==> config.mk <==
export PLATFORM = sky130hd
export DESIGN_NAME = tone_contour_gen
export DESIGN_NICKNAME = d
export VERILOG_FILES = /design/src/rtl/tone_contour_gen.sv
export SDC_FILE = /design/constraint.sdc
export NUM_CORES = 1
export LEC_CHECK = 0
export CAP_MARGIN = 20
export CORE_UTILIZATION = 64
export DETAILED_ROUTE_END_ITERATION = 10
export GPL_TIMING_DRIVEN = 0
export PLACE_DENSITY = 0.89
export SLEW_MARGIN = 5
export SYNTH_ARGS = -nofsm -noshare
export SYNTH_HDL_FRONTEND = slang
export SYNTH_SLANG_ARGS = --single-unit
==> constraint.sdc <==
create_clock -name clk_in -period 4.3 [get_ports clk_in]
set_input_delay 1.29 -clock clk_in [delete_from_list [all_inputs] [get_ports clk_in]]
set_output_delay 1.29 -clock clk_in [all_outputs]
set_load 0.02 [all_outputs]
==> src/rtl/tone_contour_gen.sv <==
// Pitch-contour tone generator.
// A 3-bit contour code (silence / flat / rising / falling) drives a phase
// accumulator. The accumulator produces an unsigned sawtooth over four equal
// segments. The tuning word steps by +/-25% at each segment boundary using
// shift-add arithmetic.
//
// state | meaning
// ------+-------------------------------------------------------------
// IDLE  | waiting for a code; tone_ready_out high; sample_out at midscale
// PLAY  | generating samples; divider, sample and segment counters run
// DONE  | single cycle; pulses done_out, returns output to midscale
module tone_contour_gen #(
   parameter int          SAMPLE_DIV      = 2268,
   parameter int          SEGMENT_SAMPLES = 4410,
   parameter logic [31:0] BASE_TW         = 32'd21426137
) (
   input  logic       clk_in,
   input  logic       rst_in,
   input  logic [2:0] tone_in,
   input  logic       tone_valid_in,
   output logic       tone_ready_out,
   input  logic       abort_in,
   output logic [7:0] sample_out,
   output logic       sample_valid_out,
   output logic       busy_out,
   output logic       done_out,
   output logic       error_out
);

   localparam int DIV_W = (SAMPLE_DIV > 1) ? $clog2(SAMPLE_DIV) : 1;
   localparam int SMP_W = (SEGMENT_SAMPLES > 1) ? $clog2(SEGMENT_SAMPLES) : 1;
   localparam logic [DIV_W-1:0] DIV_LAST = DIV_W'(SAMPLE_DIV - 1);
   localparam logic [SMP_W-1:0] SMP_LAST = SMP_W'(SEGMENT_SAMPLES - 1);

   localparam logic [2:0] CODE_SILENCE = 3'b000;
   localparam logic [2:0] CODE_FLAT    = 3'b001;
   localparam logic [2:0] CODE_RISE    = 3'b010;
   localparam logic [2:0] CODE_FALL    = 3'b100;
   localparam logic [7:0] MIDSCALE     = 8'h80;

   typedef enum logic [1:0] {
      ST_IDLE = 2'd0,
      ST_PLAY = 2'd1,
      ST_DONE = 2'd2
   } state_t;

   state_t           state_q, state_n;
   logic [2:0]       code_q, code_n;
   logic [31:0]      tw_q, tw_n;
   logic [31:0]      phase_q, phase_n;
   logic [DIV_W-1:0] div_q, div_n;
   logic [SMP_W-1:0] smp_q, smp_n;
   logic [1:0]       seg_q, seg_n;
   logic [7:0]       sample_q, sample_n;
   logic             sval_q, sval_n;
   logic             busy_q, busy_n;
   logic             done_q, done_n;
   logic             err_q, err_n;
   logic             ready_q, ready_n;

   logic             code_ok;
   logic [31:0]      phase_sum;
   logic [32:0]      tw_up;
   logic [31:0]      tw_dn;
   logic [31:0]      tw_rise;
   logic [31:0]      tw_fall;

   assign code_ok   = (tone_in == CODE_SILENCE) || (tone_in == CODE_FLAT) ||
                      (tone_in == CODE_RISE)    || (tone_in == CODE_FALL);
   assign phase_sum = phase_q + tw_q;

   // +25%: 33-bit sum so a carry out can be saturated rather than wrapped.
   assign tw_up   = {1'b0, tw_q} + {3'b000, tw_q[31:2]};
   assign tw_rise = tw_up[32] ? 32'hFFFF_FFFF : tw_up[31:0];
   // -25%: floored at 1 so a falling contour never stalls the accumulator.
   assign tw_dn   = tw_q - {2'b00, tw_q[31:2]};
   assign tw_fall = (tw_dn == 32'd0) ? 32'd1 : tw_dn;

   // Next-state and next-output decode for the contour sequencer.
   always_comb begin
      state_n  = state_q;
      code_n   = code_q;
      tw_n     = tw_q;
      phase_n  = phase_q;
      div_n    = div_q;
      smp_n    = smp_q;
      seg_n    = seg_q;
      sample_n = sample_q;
      sval_n   = 1'b0;
      done_n   = 1'b0;
      err_n    = 1'b0;

      case (state_q)
         ST_IDLE: begin
            if (tone_valid_in && ready_q) begin
               if (code_ok) begin
                  state_n = ST_PLAY;
                  code_n  = tone_in;
                  tw_n    = BASE_TW;
                  phase_n = 32'd0;
                  div_n   = '0;
                  smp_n   = '0;
                  seg_n   = 2'd0;
               end else begin
                  err_n = 1'b1;
               end
            end
         end

         ST_PLAY: begin
            if (abort_in) begin
               // Abort takes priority over a coincident divider wrap.
               state_n  = ST_IDLE;
               sample_n = MIDSCALE;
            end else if (div_q == DIV_LAST) begin
               div_n    = '0;
               phase_n  = phase_sum;
               sample_n = (code_q == CODE_SILENCE) ? MIDSCALE : phase_sum[31:24];
               sval_n   = 1'b1;
               if (smp_q == SMP_LAST) begin
                  smp_n = '0;
                  if (seg_q == 2'd3) begin
                     state_n = ST_DONE;
                  end else begin
                     seg_n = seg_q + 2'd1;
                     case (code_q)
                        CODE_RISE: tw_n = tw_rise;
                        CODE_FALL: tw_n = tw_fall;
                        default:   tw_n = tw_q;
                     endcase
                  end
               end else begin
                  smp_n = smp_q + SMP_W'(1);
               end
            end else begin
               div_n = div_q + DIV_W'(1);
            end
         end

         ST_DONE: begin
            done_n   = 1'b1;
            sample_n = MIDSCALE;
            state_n  = ST_IDLE;
         end

         default: begin
            state_n  = ST_IDLE;
            sample_n = MIDSCALE;
         end
      endcase

      // Ready only after a full cycle spent in IDLE, so a code can never be
      // taken on the edge that leaves DONE or PLAY.
      ready_n = (state_q == ST_IDLE) && (state_n == ST_IDLE);
      busy_n  = (state_n == ST_PLAY);
   end

   // State, datapath and registered outputs.
   always_ff @(posedge clk_in or negedge rst_in) begin
      if (!rst_in) begin
         state_q  <= ST_IDLE;
         code_q   <= 3'b000;
         tw_q     <= 32'd0;
         phase_q  <= 32'd0;
         div_q    <= '0;
         smp_q    <= '0;
         seg_q    <= 2'd0;
         sample_q <= MIDSCALE;
         sval_q   <= 1'b0;
         busy_q   <= 1'b0;
         done_q   <= 1'b0;
         err_q    <= 1'b0;
         ready_q  <= 1'b1;
      end else begin
         state_q  <= state_n;
         code_q   <= code_n;
         tw_q     <= tw_n;
         phase_q  <= phase_n;
         div_q    <= div_n;
         smp_q    <= smp_n;
         seg_q    <= seg_n;
         sample_q <= sample_n;
         sval_q   <= sval_n;
         busy_q   <= busy_n;
         done_q   <= done_n;
         err_q    <= err_n;
         ready_q  <= ready_n;
      end
   end

   assign tone_ready_out   = ready_q;
   assign sample_out       = sample_q;
   assign sample_valid_out = sval_q;
   assign busy_out         = busy_q;
   assign done_out         = done_q;
   assign error_out        = err_q;

endmodule

==> flow_metrics.tcl <==
set metrics [dict create \
    run_status "finished clean" \
    clk_latency_ns 0.37 \
    p_leak_nw 4.78 \
    all_layer_global_routing_usage_pct 36.0 \
    multi_input_comb_area_mm2 0.00660 \
    cts_repair_resized_insts 2 \
    critical_path_class "register to register" \
    worst_flop_to_flop_path_endpoint "tw_q[28]" \
    synthesis.instances 1205 \
    std_cell_rows 45 \
    synth_seq_area_share_pct 27.7 \
    final_net_count 1342 \
    ys_async_rst_share_pct 100 \
    ys_seq_elements 109 \
    htreeDepth 3 \
    timing_hold_violations_final 0 \
    ctsHoldBuffers 0 \
    cp_max_fo 7 \
    floorplan.io_pins 20 \
    grt_max_degree 63 \
    hold_path.class "register to register" \
    synth_area_leaders "dfrtp_1 (27%), ha_1 (12%), a21oi_1 (6.0%)" \
    vias_per_cell 6.63 \
    synth_top_area_share_pct 27.2 \
    grt_first_pass_wirelength_mm 45.4 \
    post-synth-top-area-cell "dfrtp_1" \
    launch_point_of_the_worst_reg_to_reg_path "tw_q[2]" \
    post_drt_wl_per_cell_um 19.6 \
    max_clock_freq_ghz 0.233 \
    min_period_over_period_pct 99.8 \
    worst_relative_slew_slack_pct 31.8 \
    design.die.area_mm2 0.0159 \
    post_synth_instance_area_mm2 0.00986 \
    grt_antenna_before_repair 0 \
    crit_path_end_kind "register" \
    critPathLaunchType "register" \
    worstHoldPathCells 2 \
    average_cell_area_after_synthesis_um2 8.18 \
    synth_nets 1311 \
    yosys.cell_types.count 88 \
    ir_drop_mv 0.343 \
    syn2layout_area_growth_pct 7.75 \
    clk_slew_on_worst_s_h_paths_ns 0.09 \
    post-route-cell-area_mm2 0.0106 \
    cp.arrival_ns 4.51 \
    min_from "phase_q[12]" \
    postRouteWirelength_mm 28.0 \
    starting_drt_drc_count 891 \
    start_util_pct 65.1 \
    worst_ep_required_time_ns 4.52 \
    grt_overflow_total 0 \
    worstSetupStartpoint "tw_q[2]" \
    pwr_density_cell_mw_per_mm2 787 \
    route.antenna.remaining_nets 0 \
    number_of_buffers_created_by_cts 9 \
    timing.final.max_slew_violations 0 \
    number_of_global_route_vias_before_repair 9026 \
    antenna_diode_count 0 \
    clock_tree_from_tritoncts "done" \
    vias 9476 \
    gp_congestion 0.972 \
    area_of_the_placeable_core_mm2 0.0151 \
    edff_count_synth 0 \
    dpl_worst_slack_ns -0.519 \
    rrSetupSlack_ns 0.01 \
    detailedRoute.firstPassIterationCount 6 \
    post_cts_buffers 0 \
    timing_worst_slew_pin_value_ns 1.02 \
    synthesis.yosys.warnings 0 \
    placedInstanceArea_mm2 0.0103 \
    report.final.setup_viol 0 \
    floorplan.die.width_um 126 \
    worstHoldEndpoint "phase_q[12]" \
    r2r_cells 14 \
    drcViolationCount 0 \
    fill_cells 1184 \
    port_buffer_count 19 \
    ctsRootBufferMaster "clkbuf_16" \
    synth_flop_cell "dfrtp_1" \
    timing.clock.skew_ns 0.0190 \
    layout-drive-gt1-share_pct 5.88 \
    detailedPlacementHpwl_mm 21.2 \
    maximum_clock_insertion_buffer_count 2 \
    timing.max_cap.violations 0 \
    die_h_um 126 \
    timing.hold.ws_ns 0.490 \
    clock_net_sink_count 109 \
    register_area_mm2 0.00273 \
    layout_setup_ws_ns 0.0106 \
    timing.final.crit_period_ns 4.29 \
]
## synthesized netlist by cell type (16+ instances only)
cell      instances
xor2_1           21
a21o_1           21
ha_1             96
nand3_1          30
a21oi_1         119
inv_1            77
o21ai_0          88
a22o_1           16
nand2_1          98
nor3_1           34
clkbuf_1         25
o21bai_1         26
xnor2_1          63
nor2_1          107
dfrtp_1         107
## through the flow
stage | setup TNS [ns] | utilization [%] | total power, W | cells
after floorplan | 0 | - | 0.00593 | 1205
after global placement | -269.25 | 67.9 | 0.00721 | 1412
after detailed placement | -9.52 | 68.1 | 0.00728 | 1413
after CTS | 0 | 70.1 | 0.00820 | 1429
after global routing | -0.253 | 70.2 | 0.00896 | 1429
final | 0 | 70.2 | 0.00836 | 1429
## metal layers
| metal | up-vias | GRT usage (%) | wire length, µm |
|---|---|---|---|
| met5 | - | 0 | 0 |
| met4 | 0 | 15.1 | 949 |
| met3 | 79 | 4.84 | 2170 |
| met2 | 426 | 59.9 | 13300 |
| met1 | 4527 | 47.1 | 11700 |
| li1 | 4444 | - | - |
## worst max-delay path by stage
stage | endpoint | slack (ns) | depth (start not counted)
after floorplan | tw_q[10] | 0.99 | 9
after global placement | smp_q[11] | -2.43 | 1
final | tw_q[28] | 0.01 | 14
after CTS | tw_q[13] | 0.15 | 10
after global routing | tw_q[21] | -0.07 | 14
after detailed placement | tw_q[13] | -0.52 | 10
## placed cells by master (no fill, tap or decap), types with 5 or more instances in the layout
cell | netlist | layout
nor4_1 | 9 | 9
xor2_1 | 21 | 21
a221oi_1 | 6 | 6
nand2b_1 | 13 | 13
a31oi_1 | 11 | 11
clkbuf_16 | 0 | 9
clkbuf_1 | 25 | 25
ha_1 | 96 | 96
a22oi_1 | 14 | 14
o22ai_1 | 8 | 8
buf_4 | 8 | 8
nor2b_1 | 11 | 11
buf_2 | 12 | 12
o21bai_1 | 26 | 26
o21ai_1 | 6 | 6
a211oi_1 | 8 | 8
a21oi_1 | 119 | 119
nand3_1 | 30 | 30
dfrtp_1 | 107 | 107
nor2_1 | 107 | 106
clkdlybuf4s50_1 | 0 | 18
nand4_1 | 13 | 13
o31ai_1 | 12 | 12
xnor2_1 | 63 | 63
nand2_1 | 98 | 98
a21o_1 | 21 | 21
and2_1 | 5 | 5
and3_1 | 10 | 10
or3_1 | 13 | 13
inv_1 | 77 | 77
nor3_1 | 34 | 34
o211ai_1 | 9 | 9
o21a_1 | 14 | 14
o21ai_0 | 88 | 88
a22o_1 | 16 | 16
## power breakdown
| part | switching (W) | total [W] | internal, W |
|---|---|---|---|
| sequential | 0.000307 | 0.00148 | 0.00117 |
| clock | 0.000454 | 0.000870 | 0.000416 |
| combinational | 0.00371 | 0.00601 | 0.00230 |
| total | 0.00447 | 0.00836 | 0.00389 |
## logic make-up after synthesis
group                      share of synthesized area [%]
and+or+nand+nor                                     17.4
buffers and inverters                               5.52
adders and majority gates                           12.9
DFF                                                 27.7
AOI/OAI and AO/OA                                   28.4
xor gates and xnor gates                            7.46
muxes                                              0.634
## worst max-delay path, cell delays in order, from the launching register on
cell,delay [ns]
dfrtp_1,0.56
ha_1,0.22
inv_1,0.05
fa_1,0.47
a21o_1,0.26
a221oi_4,0.38
a211oi_2,0.17
nor2_1,0.28
xnor2_1,0.22
nand2_1,0.11
a2111oi_1,0.38
nand4_1,0.26
and4bb_1,0.37
a41o_2,0.29
o22ai_1,0.10
## area by class of cell
| class | instances | area share [%] |
|---|---|---|
| plain buffers | 48 | 2.33 |
| clock buffers | 9 | 2.12 |
| clock inverters | 7 | 0.707 |
| inverters | 79 | 2.79 |
| multi-input cells | 969 | 62.1 |
| flip-flops and latches | 109 | 25.7 |
| well taps | 188 | 2.21 |
| repair buffers | 20 | 2.06 |
## sequential cells by signal (all words and copies together), names as in the netlist
name,cells
phase_q,32
tw_q,32
smp_q,13
div_q,12
sample_out,8
code_q,3
seg_q,2
state_q,2
busy_out,1
done_out,1
error_out,1
sample_valid_out,1
tone_ready_out,1
(Power assumes the default switching activity.)
